**src/rtl/cpu5_loader_pkg.sv**
```systemverilog
// Shared definitions for the 5-bit CPU program loader.
//   state_e      : loader FSM states
//   DATA_W       : default instruction word width (equals RAM row width)
//   ADDR_W       : default program RAM address width
//   DEPTH        : default program RAM rows (2**ADDR_W)
//   HOLD_CYCLES  : cycles the CPU stays in reset after the last word
//   RUN_CNT_MAX  : saturation value of the run_cycles counter
package cpu5_loader_pkg;

    localparam int DATA_W      = 11;
    localparam int ADDR_W      = 3;
    localparam int DEPTH       = 8;
    localparam int HOLD_CYCLES = 2;

    localparam logic [7:0] RUN_CNT_MAX = 8'd255;

    typedef enum logic [1:0] {
        IDLE = 2'd0,
        LOAD = 2'd1,
        HOLD = 2'd2,
        RUN  = 2'd3
    } state_e;

endpackage

```
**src/rtl/cpu_step_gate.sv**
```systemverilog
// PC enable generation for the loaded CPU.
//   clk        in  : system clock
//   reset      in  : asynchronous, active-low reset
//   run_next   in  : loader will be in RUN during the next cycle
//   run_mode   in  : 1 = free-run, 0 = single-step
//   step       in  : single-step request, rising edge significant
//   pc_enable  out : PC_Enable to the CPU, changes only on clk falling edges
//   run_cycles out : enabled CPU cycles since RUN entry, saturating
module cpu_step_gate (
    input  logic       clk,
    input  logic       reset,
    input  logic       run_next,
    input  logic       run_mode,
    input  logic       step,
    output logic       pc_enable,
    output logic [7:0] run_cycles
);
    import cpu5_loader_pkg::*;

    logic       step_q, step_d;
    logic       en_q, en_d;
    logic [7:0] run_cycles_q, run_cycles_d;
    logic       pc_enable_q;

    always_comb begin
        // NOTE: every always_comb output gets a default first so no path
        // leaves it unassigned, which would otherwise infer a latch.
        step_d       = step;
        run_cycles_d = run_cycles_q;

        // Step edges are only meaningful in single-step mode; in free-run
        // the enable is simply held high.
        en_d = run_next && (run_mode || (step && !step_q));

        // Each en_q cycle becomes exactly one pc_enable window, so counting
        // en_q counts enabled CPU cycles.
        if (!run_next) begin
            run_cycles_d = '0;
        end else if (en_q && (run_cycles_q != RUN_CNT_MAX)) begin
            run_cycles_d = run_cycles_q + 8'd1;
        end
    end

    // NOTE: sequential state is written only with non-blocking assignments
    // so every flop samples the pre-edge values of its neighbours.
    always_ff @(posedge clk or negedge reset) begin
        if (!reset) begin
            step_q       <= 1'b0;
            en_q         <= 1'b0;
            run_cycles_q <= '0;
        end else begin
            step_q       <= step_d;
            en_q         <= en_d;
            run_cycles_q <= run_cycles_d;
        end
    end

    // The CPU gates its clock as clk & pc_enable. Retiming on the falling
    // edge keeps pc_enable stable for the whole high phase of clk, so the
    // gated clock can never glitch.
    always_ff @(negedge clk or negedge reset) begin
        if (!reset) begin
            pc_enable_q <= 1'b0;
        end else begin
            pc_enable_q <= en_q;
        end
    end

    assign pc_enable  = pc_enable_q;
    assign run_cycles = run_cycles_q;

endmodule

```
**src/rtl/cpu_program_loader.sv**
```systemverilog
// Program loader for the 5-bit CPU: streams instruction words into program
// RAM, holds the CPU in reset while loading, then releases it and gates its
// PC enable in free-run or single-step mode.
//   clk, reset     : system clock, asynchronous active-low reset
//   start, abort   : begin a load (in IDLE) / force IDLE from any state
//   load_len       : words to load, 0 means DEPTH; sampled on start
//   s_valid/s_data/s_ready : instruction word stream
//   run_mode, step : free-run / single-step control
//   ram_wr_en/addr/data : CPU RAM write port, registered
//   cpu_reset      : active-high CPU core reset
//   pc_enable      : PC_Enable to the CPU
//   busy           : high in LOAD and HOLD
//   run_cycles     : enabled CPU cycles since RUN entry, saturating at 255
module cpu_program_loader #(
    parameter int DATA_W = cpu5_loader_pkg::DATA_W,
    parameter int ADDR_W = cpu5_loader_pkg::ADDR_W,
    parameter int DEPTH  = cpu5_loader_pkg::DEPTH
) (
    input  logic              clk,
    input  logic              reset,
    input  logic              start,
    input  logic              abort,
    input  logic [ADDR_W-1:0] load_len,
    input  logic              s_valid,
    input  logic [DATA_W-1:0] s_data,
    output logic              s_ready,
    input  logic              run_mode,
    input  logic              step,
    output logic              ram_wr_en,
    output logic [ADDR_W-1:0] ram_wr_addr,
    output logic [DATA_W-1:0] ram_wr_data,
    output logic              cpu_reset,
    output logic              pc_enable,
    output logic              busy,
    output logic [7:0]        run_cycles
);
    import cpu5_loader_pkg::*;

    // One extra bit so a full-depth load length is representable.
    localparam int CNT_W = ADDR_W + 1;

    state_e            state_q, state_d;
    logic [CNT_W-1:0]  len_q, len_d;
    logic [CNT_W-1:0]  count_q, count_d;
    logic [1:0]        hold_cnt_q, hold_cnt_d;
    logic              ram_wr_en_q, ram_wr_en_d;
    logic [ADDR_W-1:0] ram_wr_addr_q, ram_wr_addr_d;
    logic [DATA_W-1:0] ram_wr_data_q, ram_wr_data_d;
    logic              cpu_reset_q, cpu_reset_d;
    logic              busy_q, busy_d;
    logic              accept;
    logic              run_next;

    // Combinational so an abort blocks the handshake in the same cycle.
    assign s_ready = (state_q == LOAD) && !abort;
    assign accept  = s_valid && s_ready;

    always_comb begin
        state_d       = state_q;
        len_d         = len_q;
        count_d       = count_q;
        hold_cnt_d    = hold_cnt_q;
        ram_wr_en_d   = accept;
        ram_wr_addr_d = ram_wr_addr_q;
        ram_wr_data_d = ram_wr_data_q;

        // Address and data only move on an accept, so they hold their last
        // value whenever the write enable is low.
        if (accept) begin
            ram_wr_addr_d = count_q[ADDR_W-1:0];
            ram_wr_data_d = s_data;
        end

        case (state_q)
            IDLE: begin
                if (start) begin
                    state_d = LOAD;
                    len_d   = (load_len == '0) ? CNT_W'(DEPTH) : {1'b0, load_len};
                    count_d = '0;
                end
            end
            LOAD: begin
                if (accept) begin
                    count_d = count_q + CNT_W'(1);
                    if (count_d == len_q) begin
                        state_d    = HOLD;
                        hold_cnt_d = '0;
                    end
                end
            end
            HOLD: begin
                if (hold_cnt_q == 2'(HOLD_CYCLES - 1)) begin
                    state_d = RUN;
                end else begin
                    hold_cnt_d = hold_cnt_q + 2'd1;
                end
            end
            RUN:     state_d = RUN;
            default: state_d = IDLE;
        endcase

        if (abort) begin
            state_d = IDLE;
        end

        // Outputs are decoded from the next state so they are registered
        // alongside it and change on the same edge.
        cpu_reset_d = (state_d != RUN);
        busy_d      = (state_d == LOAD) || (state_d == HOLD);
    end

    always_ff @(posedge clk or negedge reset) begin
        if (!reset) begin
            state_q       <= IDLE;
            len_q         <= '0;
            count_q       <= '0;
            hold_cnt_q    <= '0;
            ram_wr_en_q   <= 1'b0;
            ram_wr_addr_q <= '0;
            ram_wr_data_q <= '0;
            cpu_reset_q   <= 1'b1;
            busy_q        <= 1'b0;
        end else begin
            state_q       <= state_d;
            len_q         <= len_d;
            count_q       <= count_d;
            hold_cnt_q    <= hold_cnt_d;
            ram_wr_en_q   <= ram_wr_en_d;
            ram_wr_addr_q <= ram_wr_addr_d;
            ram_wr_data_q <= ram_wr_data_d;
            cpu_reset_q   <= cpu_reset_d;
            busy_q        <= busy_d;
        end
    end

    assign run_next = (state_d == RUN);

    cpu_step_gate u_step_gate (
        .clk        (clk),
        .reset      (reset),
        .run_next   (run_next),
        .run_mode   (run_mode),
        .step       (step),
        .pc_enable  (pc_enable),
        .run_cycles (run_cycles)
    );

    assign ram_wr_en   = ram_wr_en_q;
    assign ram_wr_addr = ram_wr_addr_q;
    assign ram_wr_data = ram_wr_data_q;
    assign cpu_reset   = cpu_reset_q;
    assign busy        = busy_q;

endmodule
```
**config.mk**
```make
export PLATFORM = sky130hd
export DESIGN_NAME = cpu_program_loader
export DESIGN_NICKNAME = d
export VERILOG_FILES = /design/src/rtl/cpu5_loader_pkg.sv /design/src/rtl/cpu_step_gate.sv /design/src/rtl/cpu_program_loader.sv
export SDC_FILE = /design/constraint.sdc
export NUM_CORES = 1
export LEC_CHECK = 0
export BUFFER_PORTS_ARGS = -buffer_cell sky130_fd_sc_hd__buf_4
export CORE_MARGIN = 2
export CORE_UTILIZATION = 46
export DETAILED_ROUTE_END_ITERATION = 10
export HOLD_SLACK_MARGIN = 0.1
export MAX_ROUTING_LAYER = met4
export PLACE_DENSITY = 0.78
export REMOVE_ABC_BUFFERS = 1
export SLEW_MARGIN = 25
export SYNTH_ARGS = -nofsm -noshare
export SYNTH_HDL_FRONTEND = slang
export SYNTH_SLANG_ARGS = --single-unit
```
**constraint.sdc**
```tcl
create_clock -name clk -period 1.96 [get_ports clk]
set_input_delay 0.196 -clock clk [delete_from_list [all_inputs] [get_ports clk]]
set_output_delay 0.196 -clock clk [all_outputs]
set_load 0.01 [all_outputs]
```
* Word level (Yosys, flattened, before mapping) *
Cells that the tools add are included.

word-level totals
  output and inout port bits = 27
  register bits after elaboration = 40
  word-level logic and storage cells = 63
  input port bits = 21

cells by class
  $add $sub $neg = 3
  equality and inequality tests = 15
  mux-type cells = 16
  reduce and logical (&&, ||, !) cells = 16

operators with widths
  operator               number
  $mux W2                8
  $mux W8                2
  $mux W4                3
  $ne A2 B2 Y1 const B   5
  $add A8 B1 Y8 const B  1
  $eq A2 B2 Y1 const B   4
  $ne A8 B8 Y1 const B   1
  $pmux W2 S4            1
  $pmux W4 S2            1
  $eq A2 B1 Y1 const B   3
  $logic_and A1 B1 Y1    5
  $add A4 B1 Y4 const B  1
  $eq A4 B4 Y1           1
  $pmux W2 S2            1
  $reduce_and A4 Y1      1
  $reduce_bool A2 Y1     2
  $logic_not A3 Y1       1
  $reduce_and A3 Y1      1
  $add A2 B1 Y2 const B  1
  $logic_not A1 Y1       2
  $logic_not A2 Y1       1
  $logic_or A1 B1 Y1     2
  $ne A2 B1 Y1 const B   1
  $reduce_and A2 Y1      1

* Logic depth before layout (Yosys ltp) *
Gate-level depths: netlist of the first run.

  depth in word-level cells = 8
  gate-level depth with buffers = 8
  gate-level depth less buffers = 8

* Cells and area by module *
Synthesis of the first run repeated with hierarchy kept, for this count alone.

second synthesis, totals
  cell total of the unflattened synthesis = 179
  area, all modules = 1,854.3 um^2

by module, submodules not included
  module              seq. area each (um^2)  cells an instance  times used  area each (um^2)
  cpu_program_loader  726.9                  124                1           1,296.2
  cpu_step_gate       275.3                  55                 1           558.0

==> run metrics, run 1 <==
critical path's largest stage delay 400 ps; Core Area 0.00369 mm²; Clock transition at path regs 70 ps; leading area contributor after synthesis dfrtp_1; Multi-input gate area 749 µm²; gr ovfl total 0; drt via density 4.99; aggregate routed wire length 3960 µm; Total GRT Usage 21.2%; R2R cell count 8; pin count of the biggest net entering global routing 40; dpl cell area 0.00221 mm²; H-tree Lvls 2; CTS tree done; clock power share 28.4%; Ports 48; root buf cell clkbuf_8; clock sink count 40; DRT Pass-1 Iters 4; failing checks negative setup slack; Final ANT Viol Nets 0; CP arrival 1770 ps; Power Dens Cells 786 mW/mm²; DIE AREA 0.00439 mm²; layout cells sized above 1 30.0%; Hold Crit Class in2reg; vias in the first global route 1418; Yosys top cell area share 53.3%; die width 66.3 µm; Syn Area/Cell 10.4 µm²; Startpoint Class flip-flop; Worst path depth 1; final hold violations 0; # fillers 314; CP Class reg2out; CP Capture Type primary output; switching share of power 26.9%; first-pass GRT wire length 6690 µm; part of the power in registers 50.7%; min setup slack post-route -4.99 ps; cell count after synthesis 172; Final TNS setup -4.99 ps; RSZ-0062 raised after global routing yes; Max Transition Viols Final 0; DP Wirelength 2620 µm; crit path cell chain buf_6; PortBufs 47; combinational share of power 20.9%; WL/cell 13.6 µm; CP Buf/Inv Count 1; Worst-Margin Slew 495 ps; FF-to-FF End u_step_gate.run_cycles[2]$_DFFE_PN0P_; max_cap viols 0; VDD IR max 619 µV; Hold Crit Start s_data[5]; Layout Nets 268; Max Clock Skew 5.97 ps; Area contributors post-synth dfrtp_1, nand2_1, ha_1; Area Growth Syn to Fin 38.9%; GR Util met2 34.1%; run status finished, violations left; most frequent cells in the layout nand2_1, buf_4, dfrtp_1; register area 0.00100 mm²; Layout Utilization 67.2%; final number of setup-violating endpoints 1; Slew HR 67.0%; flop2flop setup slack 100 ps; Synth Register Bits 40; worst hold path depth 3; GRT met3 Usage 5.96%; Cell variety after synth 37; Via Count 1452; cell area after layout 0.00248 mm²; Warnings, synthesis 0; met1 usage 26.1%; Crit Reg-Reg Startpoint count_q[0]$_DFFE_PN0P_; # rows 22; Worst-Skew Late Latency 290 ps; number of diodes 0; # DRC 0; internal power 1420 µW; Hold EP ram_wr_data[5]$_DFFE_PN0N_; CP top delay family flip-flops; Hold WS 124 ps; Die Ht 66.3 µm; Max Root-Sink Buffers 2; GPL Wtd Cong 0.777; Leakage 0.00123 µW; Slowest cell on crit path dfrtn_1; mapped cell area 0.00178 mm²; NetSw 523 µW; worst path required time 1760 ps; CTS Buf Count 5; GRT busiest layer met2; critical-path maximum fanout 1; Iter 0 DRT Violations 53; dpl ws -17.0 ps; initial antenna violation count 0; sequential area share after synthesis 56.2%; Starting Density 48.4%
==> metrics by stage <==
stage | cells | total power (µW)
finish | 291 | 1950
global placement | 269 | 1360
global route | 291 | 2060
floorplan | 167 | 1180
detailed placement | 269 | 1380
CTS | 291 | 1960
==> cell families (layout without fill, tap and decap cells) <==
group	Yosys count	in the layout	synth area share, %
fa+ha+maj	5	5	3.51
xor+xnor	10	10	5.68
mux	5	5	3.02
buf+inv	11	82	3.37
compound gates	20	20	7.57
simple gates	81	81	20.7
flops	40	40	56.2
==> worst reg2reg max path, stage by stage, from the launching register on <==
cell and delay (ps):
dfrtp_1 410, buf_6 140, and3_4 180, xnor3_1 200, and3_4 170, o21ba_2 220
ha_1 200, inv_2 140, nor2_1 70
==> state kept, by name, summed over array words and instances, names as in the netlist, 2 cells and up <==
signal	count
state_q	2
ram_wr_addr	3
ram_wr_data	11
count_q	4
hold_cnt_q	2
len_q	4
u_step_gate.run_cycles	8
==> what timing repair did <==
item / in CTS / in global routing
pin swaps: 0 / 0
gates resized for setup: 1 / 7
setup endpoints to repair: 9 / 10
buffers inserted: 0 / 0
endpoints found under the hold margin: 49 / 0
hold buffers: 14 / 0
==> Yosys cell counts, drive strengths merged <==
cell     instances
o21ba            1
dfstp            1
mux2             3
xor2             5
xnor3            1
a21oi            3
o21ai            6
nor3b            1
nand3            5
nand2b           1
dfrtp           38
inv              5
buf              5
o21a             3
mux2i            2
nor2             8
nand4bb          1
or4              2
o211ai           2
and2b            1
nor3             4
dfrtn            1
o31ai            3
nand4            1
xnor2            4
or3b             1
and2             1
o41ai            1
ha               5
a211oi           1
nand2           52
and4             1
and3             2
clkinv           1
==> power by group through the flow <==
stage,clock [µW],combinational (µW),sequential (µW)
after floorplan,0,160,1020
after global placement,0,366,995
after detailed placement,0,380,997
after CTS,572,403,982
after global routing,606,457,1000
final,553,408,987
==> metal layers <==
layer / vias to the layer above / share of wire, %
li1: 713 / -
met1: 693 / 44
met2: 39 / 50
met3: 7 / 4.6
met4: 0 / 1.3
met5: - / 0
==> final cells by class <==
type / instances / area share [%]
tap: 48 / 2.42
timing repair buffer: 68 / 22.3
sequential: 40 / 40.5
multi-input combinational: 121 / 30.3
inverter: 6 / 0.909
clock buffer: 8 / 3.64
==> how the worst max path moves through the flow <==
stage | startpoint | slack [ps] | end
after global routing | u_step_gate.pc_enable$_DFF_NN0_ | -50 | pc_enable
after global placement | count_q[0]$_DFFE_PN0P_ | 50 | u_step_gate.en_q$_DFF_PN0_
after detailed placement | count_q[0]$_DFFE_PN0P_ | -20 | u_step_gate.run_cycles[4]$_DFFE_PN0P_
after floorplan | state_q[1]$_DFF_PN0_ | -200 | u_step_gate.en_q$_DFF_PN0_
after CTS | u_step_gate.pc_enable$_DFF_NN0_ | -10 | pc_enable
final | u_step_gate.pc_enable$_DFF_NN0_ | -5 | pc_enable
Note: power is estimated with default switching activity, not from simulation.
==> run 2, diff against run 1 <==
Settings changed: CORE_UTILIZATION 46 to 51.
Clock period 1.96 ns to 1.9 ns, I/O delays scaled along.
==> run 2 against run 1 <==
  * The flow still finishes with violations (negative setup slack)
  * Routed wire length increased by 6.9%
  * Cell area rose by 1.3%
  * Clock power decreased by 24%
  * Core utilization up 8.1 points
  * Largest power group unchanged
  * Global-route usage is 1.4 points higher
  * First-iteration DRC count rose by 51%
  * Worst hold slack better by 52 ps
  * Count of clock-buffer cells in the layout shrank 2
  * Combinational power up 7.8%
  * Critical path depth stayed put
  * Sequential power hardly changed
  * Register-to-register slack worse by 20 ps
==> run metrics, run 2 (synthesis gave the netlist of run 1 again) <==
run status finished, violations left; failing checks negative setup slack; DP Wirelength 2720 µm; Worst-Margin Slew 469 ps; worst path required time 1710 ps; DIE AREA 0.00399 mm²; die width 63.1 µm; Startpoint Class flip-flop; leading cell type in the layout, fill and taps excluded buf_4; Worst-Skew Late Latency 350 ps; Hold Crit Start abort; VDD IR max 572 µV; initial antenna violation count 0; Ports 48; vias in the first global route 1490; Largest register FFs 11; CTS tree done; drt via density 5.21; Core Area 0.00334 mm²; worst hold path depth 3; Area Growth Syn to Fin 40.7%; Leakage 0.00124 µW; Final ANT Viol Nets 0; NetSw 555 µW; DRT Pass-1 Iters 4; Total GRT Usage 22.6%; clock power share 22.4%; CP Class reg2out; Power Dens Cells 748 mW/mm²; combinational share of power 23.4%; root buf cell clkbuf_4; layout cells sized above 1 31.5%; part of the power in registers 54.2%; # rows 21; CP top delay family flip-flops; H-tree Lvls 2; GPL Wtd Cong 0.790; PortBufs 47; # fillers 234; dpl cell area 0.00222 mm²; Worst Setup SP u_step_gate.pc_enable$_DFF_NN0_; Max Clock Skew 15.5 ps; Iter 0 DRT Violations 80; Hold Crit Class in2reg; first-pass GRT wire length 6680 µm; FF-to-FF End busy$_DFF_PN0_; number of diodes 0; CTS Buf Count 5; Slew HR 68.7%; flop2flop setup slack 80 ps; Clock transition at path regs 110 ps; crit path cell chain buf_4; cell area after layout 0.00251 mm²; final number of setup-violating endpoints 1; Via Count 1532; Hold EP state_q[0]$_DFF_PN0_; aggregate routed wire length 4230 µm; max_cap viols 0; Layout Utilization 75.2%; critical path's largest stage delay 400 ps; # DRC 0; final hold violations 0; RSZ-0062 raised after global routing yes; Crit Reg-Reg Startpoint count_q[1]$_DFFE_PN0P_; CP Capture Type primary output; CP arrival 1800 ps; Starting Density 53.5%; Layout Nets 273; Pwr Total 1880 µW; WL/cell 14.4 µm; CP Buf/Inv Count 1; most frequent cells in the layout buf_4, nand2_1, dfrtp_1; Slowest cell on crit path dfrtn_1; Max Root-Sink Buffers 2; gr ovfl total 0; pin count of the biggest net entering global routing 40; internal power 1320 µW; Die Ht 63.1 µm; R2R cell count 7; clock sink count 40; critical-path maximum fanout 1; switching share of power 29.6%; min setup slack post-route -86.4 ps; Max Transition Viols Final 0
[run 2: cell type report]
type,instances,area (µm²),area share [%]
Clock buffer,6,41.3,1.65
Clock inverter,2,12.5,0.499
Inverter,6,25.0,0.997
Multi-Input combinational cell,121,777,31.0
Sequential cell,40,1000,39.9
Tap cell,46,57.6,2.29
Timing Repair Buffer,73,594,23.7
[run 2: what timing repair did]
action,CTS,global route
pin swaps,0,3
endpoints found under the hold margin,55,0
hold buffers,17,0
buffers inserted,0,1
setup endpoints to repair,10,10
gates resized for setup,3,9
[run 2: per-layer routing]
metal / part of all wire [%] / up-vias / global-route usage (%)
met1: 36 / 757 / 24.4
met5: 0 / - / -
met3: 4.7 / 9 / 5.89
li1: - / 724 / -
met2: 58 / 42 / 39.9
met4: 1.9 / 0 / 8.06
[run 2: worst max-delay path by stage]
stage	to	slack (ps)	cells after the start
after detailed placement	u_step_gate.run_cycles[6]$_DFFE_PN0P_	-50	8
final	pc_enable	-90	1
after floorplan	u_step_gate.en_q$_DFF_PN0_	-260	7
after CTS	pc_enable	-90	1
after global placement	u_step_gate.en_q$_DFF_PN0_	20	8
after global routing	pc_enable	-120	1
[run 2: power groups by stage]
stage / Combinational (µW) / Sequential [µW] / Clock, µW
after floorplan: 165 / 1050 / 0
after global placement: 377 / 1020 / 0
after detailed placement: 401 / 1030 / 0
after CTS: 432 / 1010 / 426
after global routing: 480 / 1030 / 458
final: 440 / 1020 / 421
[run 2: per-stage QoR]
step / setup slack [ps] / cells / hold slack [ps] / TNS (ps)
6_report: -86.4 / 294 / 176 / -86.4
3_3_place_gp: 20.8 / 268 / 288 / 0
4_1_cts: -89.2 / 293 / 134 / -89.2
2_1_floorplan: -256 / 167 / -106 / -2320
5_1_grt: -117 / 294 / 176 / -126
3_5_place_dp: -53.5 / 268 / 295 / -367
